<file path="config.mk">
export PLATFORM = sky130hd
export DESIGN_NAME = ps2_key_decoder_flat
export DESIGN_NICKNAME = d
export VERILOG_FILES = /design/src/rtl/ps2_key_decoder_if.sv /design/src/rtl/ps2_key_decoder.sv /design/src/flat_wrapper.sv
export SDC_FILE = /design/constraint.sdc
export NUM_CORES = 1
export LEC_CHECK = 0
export CORE_AREA = 3 3 79 155
export DETAILED_ROUTE_END_ITERATION = 10
export DIE_AREA = 0 0 82 158
export PLACE_DENSITY_LB_ADDON = 0.15
export SKIP_LAST_GASP = 1
export SYNTH_ARGS = -nofsm -noshare
export SYNTH_HDL_FRONTEND = slang
export SYNTH_SLANG_ARGS = --single-unit
export TNS_END_PERCENT = 5
</file>
<file path="constraint.sdc">
create_clock -name clk -period 3.35 [get_ports clk]
set_input_delay 0.67 -clock clk [delete_from_list [all_inputs] [get_ports clk]]
set_output_delay 0.67 -clock clk [all_outputs]
set_load 0.01 [all_outputs]
</file>
<file path="src/rtl/ps2_key_decoder_if.sv">
// ps2_key_decoder_if: bundles the raw PS/2 lines and the decoded key outputs.
// Handshake: scan_valid, key_press and frame_err are single-cycle strobes with
// no back-pressure (no ready). A consumer must take scan_code in the cycle
// scan_valid is high. key_state is a level that holds between changes.
// fsm_state is a debug view of the frame deserializer (0 = IDLE).
interface ps2_key_decoder_if;
  logic       ps2_clk;
  logic       ps2_data;
  logic [9:0] key_state;
  logic [9:0] key_press;
  logic [7:0] scan_code;
  logic       scan_valid;
  logic       frame_err;
  logic [1:0] fsm_state;

  // Keyboard side / checker: drives the PS/2 lines, observes decoded outputs.
  modport master (
    output ps2_clk, ps2_data,
    input  key_state, key_press, scan_code, scan_valid, frame_err, fsm_state
  );

  // Decoder side.
  modport slave (
    input  ps2_clk, ps2_data,
    output key_state, key_press, scan_code, scan_valid, frame_err, fsm_state
  );
endinterface

</file>
<file path="src/rtl/ps2_key_decoder.sv">
// ps2_key_decoder: PS/2 device-to-host receiver plus scan-code set 2 decoder.
// Raw lines are synchronized, ps2_clk is glitch-filtered, 11-bit frames are
// deserialized on filtered falling edges, and make/break sequences drive a
// 10-bit held-key bitmap with one-cycle press pulses.
// Optional feature: define PS2_PARITY_CHECK_EN to drop frames whose odd
// parity fails; otherwise the parity bit is skipped.
module ps2_key_decoder #(
  parameter int FILTER_LEN     = 4,
  parameter int TIMEOUT_CYCLES = 100000
) (
  input  logic              clk,
  input  logic              reset,
  ps2_key_decoder_if.slave  bus
);

  localparam int FW  = $clog2(FILTER_LEN + 1);
  localparam int WDW = $clog2(TIMEOUT_CYCLES + 1);

  typedef enum logic [1:0] {
    S_IDLE   = 2'd0,
    S_DATA   = 2'd1,
    S_PARITY = 2'd2,
    S_STOP   = 2'd3
  } state_t;

  logic          clk_s1_q, clk_s2_q;
  logic          data_s1_q, data_s2_q;
  logic          filt_clk_q;
  logic [FW-1:0] filt_cnt_q;
  logic          fall_q;

  state_t        state_q;
  logic [2:0]    bit_cnt_q;
  logic [7:0]    shift_q;
  logic [WDW-1:0] wd_q;
  logic [7:0]    scan_code_q;
  logic          scan_valid_q;
  logic          frame_err_q;
  logic          frame_ok;
`ifdef PS2_PARITY_CHECK_EN
  logic          par_q;
`endif

  logic [9:0]    key_state_q;
  logic [9:0]    key_press_q;
  logic          ext_q, brk_q;
  logic          key_hit;
  logic [3:0]    key_idx;

  // Two-flop synchronizers for both raw lines; idle PS/2 lines are high.
  always_ff @(posedge clk or posedge reset) begin
    if (reset) begin
      clk_s1_q  <= 1'b1;
      clk_s2_q  <= 1'b1;
      data_s1_q <= 1'b1;
      data_s2_q <= 1'b1;
    end else begin
      clk_s1_q  <= bus.ps2_clk;
      clk_s2_q  <= clk_s1_q;
      data_s1_q <= bus.ps2_data;
      data_s2_q <= data_s1_q;
    end
  end

  // Clock filter: follow the synchronized clock only after FILTER_LEN
  // consecutive differing samples; emit a one-cycle pulse on a filtered fall.
  always_ff @(posedge clk or posedge reset) begin
    if (reset) begin
      filt_clk_q <= 1'b1;
      filt_cnt_q <= '0;
      fall_q     <= 1'b0;
    end else begin
      fall_q <= 1'b0;
      if (clk_s2_q != filt_clk_q) begin
        if (filt_cnt_q == FW'(FILTER_LEN - 1)) begin
          filt_clk_q <= clk_s2_q;
          filt_cnt_q <= '0;
          fall_q     <= ~clk_s2_q;
        end else begin
          filt_cnt_q <= filt_cnt_q + FW'(1);
        end
      end else begin
        filt_cnt_q <= '0;
      end
    end
  end

  // Stop bit must be high; with checking enabled, the 9 bits must hold odd parity.
`ifdef PS2_PARITY_CHECK_EN
  assign frame_ok = data_s2_q & (^{shift_q, par_q});
`else
  assign frame_ok = data_s2_q;
`endif

  // Frame deserializer with watchdog; scan_code/scan_valid/frame_err registered here.
  always_ff @(posedge clk or posedge reset) begin
    if (reset) begin
      state_q      <= S_IDLE;
      bit_cnt_q    <= 3'd0;
      shift_q      <= 8'h00;
      wd_q         <= '0;
      scan_code_q  <= 8'h00;
      scan_valid_q <= 1'b0;
      frame_err_q  <= 1'b0;
`ifdef PS2_PARITY_CHECK_EN
      par_q        <= 1'b0;
`endif
    end else begin
      scan_valid_q <= 1'b0;
      frame_err_q  <= 1'b0;
      if (fall_q) begin
        wd_q <= '0;
        unique case (state_q)
          S_IDLE: begin
            if (!data_s2_q) begin
              state_q   <= S_DATA;
              bit_cnt_q <= 3'd0;
            end
          end
          S_DATA: begin
            shift_q   <= {data_s2_q, shift_q[7:1]};
            bit_cnt_q <= bit_cnt_q + 3'd1;
            if (bit_cnt_q == 3'd7) state_q <= S_PARITY;
          end
          S_PARITY: begin
`ifdef PS2_PARITY_CHECK_EN
            par_q   <= data_s2_q;
`endif
            state_q <= S_STOP;
          end
          S_STOP: begin
            if (frame_ok) begin
              scan_code_q  <= shift_q;
              scan_valid_q <= 1'b1;
            end else begin
              frame_err_q <= 1'b1;
            end
            state_q <= S_IDLE;
          end
          default: state_q <= S_IDLE;
        endcase
      end else if (state_q != S_IDLE) begin
        // A stalled keyboard must not leave a half-received byte pending forever.
        if (wd_q == WDW'(TIMEOUT_CYCLES - 1)) begin
          frame_err_q <= 1'b1;
          state_q     <= S_IDLE;
          wd_q        <= '0;
        end else begin
          wd_q <= wd_q + WDW'(1);
        end
      end else begin
        wd_q <= '0;
      end
    end
  end

  // Scan-code lookup; bit 8 of the key is the E0 (extended) flag.
  always_comb begin
    key_hit = 1'b1;
    key_idx = 4'd0;
    case ({ext_q, scan_code_q})
      9'h01D:  key_idx = 4'd0;
      9'h01B:  key_idx = 4'd1;
      9'h01C:  key_idx = 4'd2;
      9'h023:  key_idx = 4'd3;
      9'h175:  key_idx = 4'd4;
      9'h172:  key_idx = 4'd5;
      9'h16B:  key_idx = 4'd6;
      9'h174:  key_idx = 4'd7;
      9'h076:  key_idx = 4'd8;
      9'h029:  key_idx = 4'd9;
      default: key_hit = 1'b0;
    endcase
  end

  // Make/break decoder: prefixes arm ext/brk, any other byte consumes them.
  always_ff @(posedge clk or posedge reset) begin
    if (reset) begin
      key_state_q <= '0;
      key_press_q <= '0;
      ext_q       <= 1'b0;
      brk_q       <= 1'b0;
    end else begin
      key_press_q <= '0;
      if (frame_err_q) begin
        ext_q <= 1'b0;
        brk_q <= 1'b0;
      end else if (scan_valid_q) begin
        if (scan_code_q == 8'hE0) begin
          ext_q <= 1'b1;
        end else if (scan_code_q == 8'hF0) begin
          brk_q <= 1'b1;
        end else begin
          ext_q <= 1'b0;
          brk_q <= 1'b0;
          if (key_hit) begin
            if (brk_q) begin
              key_state_q[key_idx] <= 1'b0;
            end else begin
              key_state_q[key_idx] <= 1'b1;
              // Typematic repeats of a held key do not pulse again.
              key_press_q[key_idx] <= ~key_state_q[key_idx];
            end
          end
        end
      end
    end
  end

  assign bus.key_state  = key_state_q;
  assign bus.key_press  = key_press_q;
  assign bus.scan_code  = scan_code_q;
  assign bus.scan_valid = scan_valid_q;
  assign bus.frame_err  = frame_err_q;
  assign bus.fsm_state  = state_q;

endmodule

</file>
<file path="src/flat_wrapper.sv">
// flat-port wrapper written by rule: the top's interface ports become plain ports
module ps2_key_decoder_flat 
#(
  parameter int FILTER_LEN     = 4,
  parameter int TIMEOUT_CYCLES = 100000
)
  (clk, reset, bus_ps2_clk, bus_ps2_data, bus_key_state, bus_key_press, bus_scan_code, bus_scan_valid, bus_frame_err, bus_fsm_state);
  ps2_key_decoder_if bus_i ();
  input  logic clk;
  input  logic reset;
  input wire logic [$bits(bus_i.ps2_clk)-1:0] bus_ps2_clk;
  input wire logic [$bits(bus_i.ps2_data)-1:0] bus_ps2_data;
  output wire logic [$bits(bus_i.key_state)-1:0] bus_key_state;
  output wire logic [$bits(bus_i.key_press)-1:0] bus_key_press;
  output wire logic [$bits(bus_i.scan_code)-1:0] bus_scan_code;
  output wire logic [$bits(bus_i.scan_valid)-1:0] bus_scan_valid;
  output wire logic [$bits(bus_i.frame_err)-1:0] bus_frame_err;
  output wire logic [$bits(bus_i.fsm_state)-1:0] bus_fsm_state;
  assign bus_i.ps2_clk = bus_ps2_clk;
  assign bus_i.ps2_data = bus_ps2_data;
  assign bus_key_state = bus_i.key_state;
  assign bus_key_press = bus_i.key_press;
  assign bus_scan_code = bus_i.scan_code;
  assign bus_scan_valid = bus_i.scan_valid;
  assign bus_frame_err = bus_i.frame_err;
  assign bus_fsm_state = bus_i.fsm_state;
  ps2_key_decoder #(.FILTER_LEN(FILTER_LEN), .TIMEOUT_CYCLES(TIMEOUT_CYCLES)) u_core (.clk(clk), .reset(reset), .bus(bus_i));
endmodule
</file>
Word-level counts from Yosys, hierarchy flattened
Cells that the tools add are included.

storage, ports and cells
  output and inout port bits = 32
  logic and storage cells = 116
  bits in registers = 71

operators by class
  eq/ne operators = 24
  mux-type cells = 44
  bitwise logic cells = 9
  add/sub/neg operators = 3
  reductions and logical operators = 16
  $lt $le $gt $ge = 2

operators by type and width
  cell                   count
  $mux 10                7
  $mux 17                3
  $eq 9x9->1 const B     4
  $pmux 4 s9             1
  $eq 9x5->1 const B     3
  $mux 1                 21
  $and 10x10->10         2
  $eq 9x6->1 const B     2
  $add 17x1->17 const B  1
  $eq 17x17->1 const B   1
  $eq 8x8->1 const B     2
  $mux 2                 5
  $not 10->10            1
  $or 10x10->10          1
  $reduce_bool 2->1      5
  $reduce_or 10->1       1
  $eq 9x7->1 const B     1
  $mux 3                 3
  $pmux 2 s4             1
  $reduce_and 2->1       4
  $add 3x1->3 const B    2
  $ne 3x3->1 const B     2
  $pmux 3 s2             1
  $reduce_and 3->1       2
  17 further kinds       22

Logic depth before layout (Yosys ltp)
  depth after elaboration = 13
  mapped depth = 9
  depth with buffers taken out = 8

Worst setup path before layout
OpenSTA, ideal clock, no wires.

  path kind = register to register
  start point = register u_core.scan_code_q[7], in the netlist u_core.bus.scan_code[7]
  end point = register (tool-made name)
  required time = 3.223 ns
  stages on the path, launching flop included = 8
  arrival = 1.948 ns
  clock period less this slack = 2.075 ns
  setup time = 0.127 ns
  slack = 1.275 ns
  path buffers = 1
  cells stage by stage = dfrtp_1 > or3_4 > nor4b_4 > nor2_2 > and4_4 > buf_6 > nand3_1 > mux2_1

RTL lines
  item                      RTL line                RTL
  start: declaration        ps2_key_decoder.sv:36   logic [7:0] scan_code_q;
  start signal: assignment  ps2_key_decoder.sv:133  scan_code_q <= shift_q;

Final worst setup path
  start point = register u_core.scan_code_q[0], in the netlist u_core.bus.scan_code[0]
  end point = register u_core.key_press_q[3], in the netlist u_core.bus.key_press[3]

between the ends
  longest elaborated chain between the ends = 13

RTL lines
  item                                                                   RTL line                RTL
  $eq 9x6->1 (tied with other cells)                                     ps2_key_decoder.sv:161  case ({ext_q, scan_code_q})
  $pmux 4 s9                                                             ps2_key_decoder.sv:161
  $lt 4x5->1 (implied by the code) / $ge 4x1->1 (equally long branches)  ps2_key_decoder.sv:202  key_press_q[key_idx] <= ~key_state_q[key_idx];
  $logic_and 1x1->1 (implied by the code)                                ps2_key_decoder.sv:202
  $mux 1 (implied by the code)                                           ps2_key_decoder.sv:202
  $demux 1 s4                                                            --
  $and 10x10->10 (no source line)                                        --
  $mux 10                                                                ps2_key_decoder.sv:197  if (brk_q) begin
  $mux 10                                                                ps2_key_decoder.sv:196  if (key_hit) begin
  $mux 10                                                                ps2_key_decoder.sv:191  end else if (scan_code_q == 8'hF0) begin
  $mux 10 (*)                                                            ps2_key_decoder.sv:189  if (scan_code_q == 8'hE0) begin
  $mux 10 (*)                                                            ps2_key_decoder.sv:188  end else if (scan_valid_q) begin
  $mux 10 (*)                                                            ps2_key_decoder.sv:185  if (frame_err_q) begin
  end signal: indexed assignment                                         ps2_key_decoder.sv:202
  end: declaration                                                       ps2_key_decoder.sv:45   logic [9:0] key_press_q;

Mark *: on every way between the ends. The rest lies on a longest branch, timed or not. The select of a mux whose other input is x is not followed.
A chain may end at the register's enable or synchronous reset.

==> impl_metrics.tcl <==
set metrics [dict create \
    status "finished, final reports clean" \
    vias_per_cell 4.99 \
    max-clock-path-buffers 2 \
    rr_worst_depth 6 \
    timing.slew.headroom_pct 50.8 \
    cp.required_ns 3.59 \
    ctsResizeCount 0 \
    avgSynthCellArea_um2 10.9 \
    pwr-share-comb_pct 3.6 \
    drt_first_iter_violations 117 \
    path_max_fanout 10 \
    netlist_area_um2 3290 \
    hold_class "register to register" \
    worst_pin_slew_ns 0.738 \
    power_per_cell_area_nw_per_um2 449 \
    grt_start_max_net_pins 41 \
    criticalPathCategory "register to register" \
    dieArea_um2 13000 \
    reg2reg_slack_ns 1.04 \
    cts_root_buf "clkbuf_16" \
    vias 2442 \
    die_w_um 82 \
    pwr-share-clk_pct 47.2 \
    drv_cap 0 \
    hold_buffers 0 \
    clkSlewWorstSetupHoldPaths_ns 0.06 \
    slew_viol_final 0 \
    post_cts_buffers 0 \
    intPower_uw 1430 \
    grt_use_total_pct 14.0 \
    synth.net_count 313 \
    antenna_found_initial 0 \
    whs_ns 0.354 \
    post-route-min-period_ns 2.31 \
    cts.sinks 71 \
    layout.nets 355 \
    syn_to_final_growth_pct 24.1 \
    clkLatencyLatePin_ns 0.33 \
    fmax_mhz 433 \
    num-fill-cells 1127 \
    synthArstFlopShare_pct 100 \
    r2r_end "u_core.bus.key_press[3]" \
    portBuffers 35 \
    period_share_pct 69.0 \
    wirelength_um 8030 \
    gp_congestion 0.887 \
    fin_worst_skew_ns 0.00974 \
    p_leak_uw 0.00176 \
    cpPeakStageDelay_ns 0.52 \
    ys_ff_latch 71 \
    multi_input_area_um2 1430 \
    crit_arrival_ns 2.55 \
    insertedDiodeCount 0 \
    io_pins 36 \
    seq_area_um2 1780 \
    cts_tree "done" \
    holdPathEnd "u_core.data_s2_q" \
    crit_slowest_cell "nor4bb_1" \
    yosys.area.top_type "dfrtp_1" \
    setup-violations-final 0 \
    power_frac_seq_pct 49.1 \
    critPathLaunchType "register" \
    antenna_left 0 \
    gr-total-overflow 0 \
    ys_types 54 \
    grt_pass1_vias 2641 \
    avgRoutedWirePerCell_um 16.4 \
    grt_pass1_wl_um 13300 \
    ys.flop_type "dfrtp_1" \
    switching_share_pct 21.8 \
    synth_edf_count 0 \
    synth.area.top_cells "dfrtp_1, mux2_2, dfstp_2" \
    netlist.area_leader.share_pct 50.3 \
    critPathCaptureType "register" \
    cts_max_level 3 \
    rsz0062_at_grt "false" \
    finalHoldViolations 0 \
    yosys_warnings 0 \
    cp_cell_sequence "nor4bb_1 > and3_1 > nor2_1 > and4_4 > a221o_1 > a21oi_1" \
    p_switching_uw 398 \
    drcViolationCount 0 \
    die_h_um 158 \
    ys_seq_area_share_pct 54.3 \
    core_area_um2 11100 \
    holdPathStages 0 \
    fin_setup_tns_ns 0 \
    ir_worst_vdd_mv 0.224 \
    dpl.hpwl_um 6260 \
    floorplan.initialDensity_pct 29.7 \
    numCtsBuffers 9 \
    drive_above_1_share_pct 14.6 \
    dr.pass1.iters 4 \
    worstHoldStart "u_core.data_s1_q" \
    synthCells 302 \
    rows 54 \
    r2r-start "u_core.bus.scan_code[0]" \
]
[layout make-up]
class                   count  area share, %
repair buffers             37           9.27
well taps                 140           4.30
multi-input cells         214           35.1
clock inverters             4          0.552
clock buffers              12           6.05
flip-flops and latches     71           43.7
inverters                  11           1.01
[worst max-delay path: cells and delay by family, from the launching register on]
kind,cells,cell delay (ns)
AOI/OAI and AO/OA,2,0.50
and+or+nand+nor,4,1.22
DFF,1,0.50
[placed cells by master (no fill, tap or decap), types with 2 or more instances in the layout]
| master | count |
|---|---|
| dfrtp_1 | 66 |
| clkdlybuf4s50_1 | 35 |
| nor2_1 | 30 |
| nand2_1 | 26 |
| mux2_2 | 18 |
| a21oi_1 | 15 |
| nand3_1 | 13 |
| inv_1 | 10 |
| o21ai_0 | 10 |
| nor3_1 | 10 |
| xor2_1 | 10 |
| clkbuf_16 | 9 |
| xnor2_1 | 7 |
| ha_1 | 7 |
| nand4_1 | 6 |
| nand2b_1 | 5 |
| and3_1 | 5 |
| dfstp_2 | 5 |
| nor2b_1 | 4 |
| a31oi_1 | 4 |
| nand3b_1 | 3 |
| nor4_1 | 3 |
| nor4bb_1 | 3 |
| clkinv_2 | 3 |
| o31ai_1 | 2 |
| and3b_1 | 2 |
| nor2_2 | 2 |
| nor3b_1 | 2 |
| a22o_1 | 2 |
| clkbuf_1 | 2 |
[kinds of logic (layout without fill, tap and decap cells)]
group / Yosys count / in the layout / share of synthesized area (%)
buffers and inverters: 17 / 64 / 2.21
flip-flops: 71 / 71 / 54.3
AND/OR/NAND/NOR: 124 / 124 / 20.6
XOR/XNOR: 17 / 17 / 4.53
adder cells (fa/ha/maj): 7 / 7 / 2.67
multiplexers: 19 / 19 / 6.51
AO/OA/AOI/OAI: 47 / 47 / 9.25
[layer usage]
| metal | global-route usage [%] | routed length [µm] |
|---|---|---|
| met5 | 0 | 0 |
| met4 | 9.11 | 420 |
| met3 | 3.25 | 263 |
| met1 | 13.4 | 2740 |
| met2 | 25.5 | 4610 |
[metrics by stage]
stage / total power [µW] / utilization (%) / worst slack, ns / cells / instance area (µm²)
after global routing: 1920 / 36.8 / 0.864 / 489 / 4080
after detailed placement: 983 / 34.4 / 1.06 / 473 / 3810
after CTS: 1860 / 36.8 / 1.04 / 489 / 4080
after global placement: 979 / 34.4 / 1.06 / 473 / 3810
after floorplan: 959 / - / 0.892 / 302 / 3290
final: 1830 / 36.8 / 1.04 / 489 / 4080
[power groups by stage]
stage | Sequential (µW) | Combinational, µW | Clock, µW
4_1_cts | 899 | 69.3 | 894
6_report | 899 | 66.1 | 864
3_3_place_gp | 912 | 66.2 | 0
3_5_place_dp | 914 | 69.1 | 0
2_1_floorplan | 908 | 50.4 | 0
5_1_grt | 902 | 78.4 | 940
[cells in the mapped netlist (2+ instances only)]
master and count:
a21oi_1 15, a22o_1 2, a31oi_1 4, and3_1 5, and3b_1 2, clkbuf_1 4, dfrtp_1 66, dfstp_2 5
ha_1 7, inv_1 11, mux2_2 18, nand2_1 26, nand2b_1 5, nand3_1 13, nand3b_1 3, nand4_1 6
nor2_1 30, nor2_2 2, nor2b_1 4, nor3_1 10, nor3b_1 2, nor4_1 3, nor4bb_1 3, o21ai_0 10
o31ai_1 2, xnor2_1 7, xor2_1 10
[worst max-delay path by stage]
stage / end / startpoint / slack [ns] / cells after the start
final: u_core.bus.key_press[3] / u_core.bus.scan_code[0] / 1.04 / 6
after global routing: u_core.bus.key_press[3] / u_core.bus.scan_code[0] / 0.86 / 6
after CTS: u_core.bus.key_press[3] / u_core.bus.scan_code[0] / 1.04 / 6
after detailed placement: u_core.bus.key_press[3] / u_core.bus.scan_code[0] / 1.06 / 6
after global placement: u_core.bus.key_press[3] / u_core.bus.scan_code[0] / 1.06 / 6
after floorplan: async pin / reset / 0.89 / 1
Note: power is estimated with default switching activity, not from simulation.
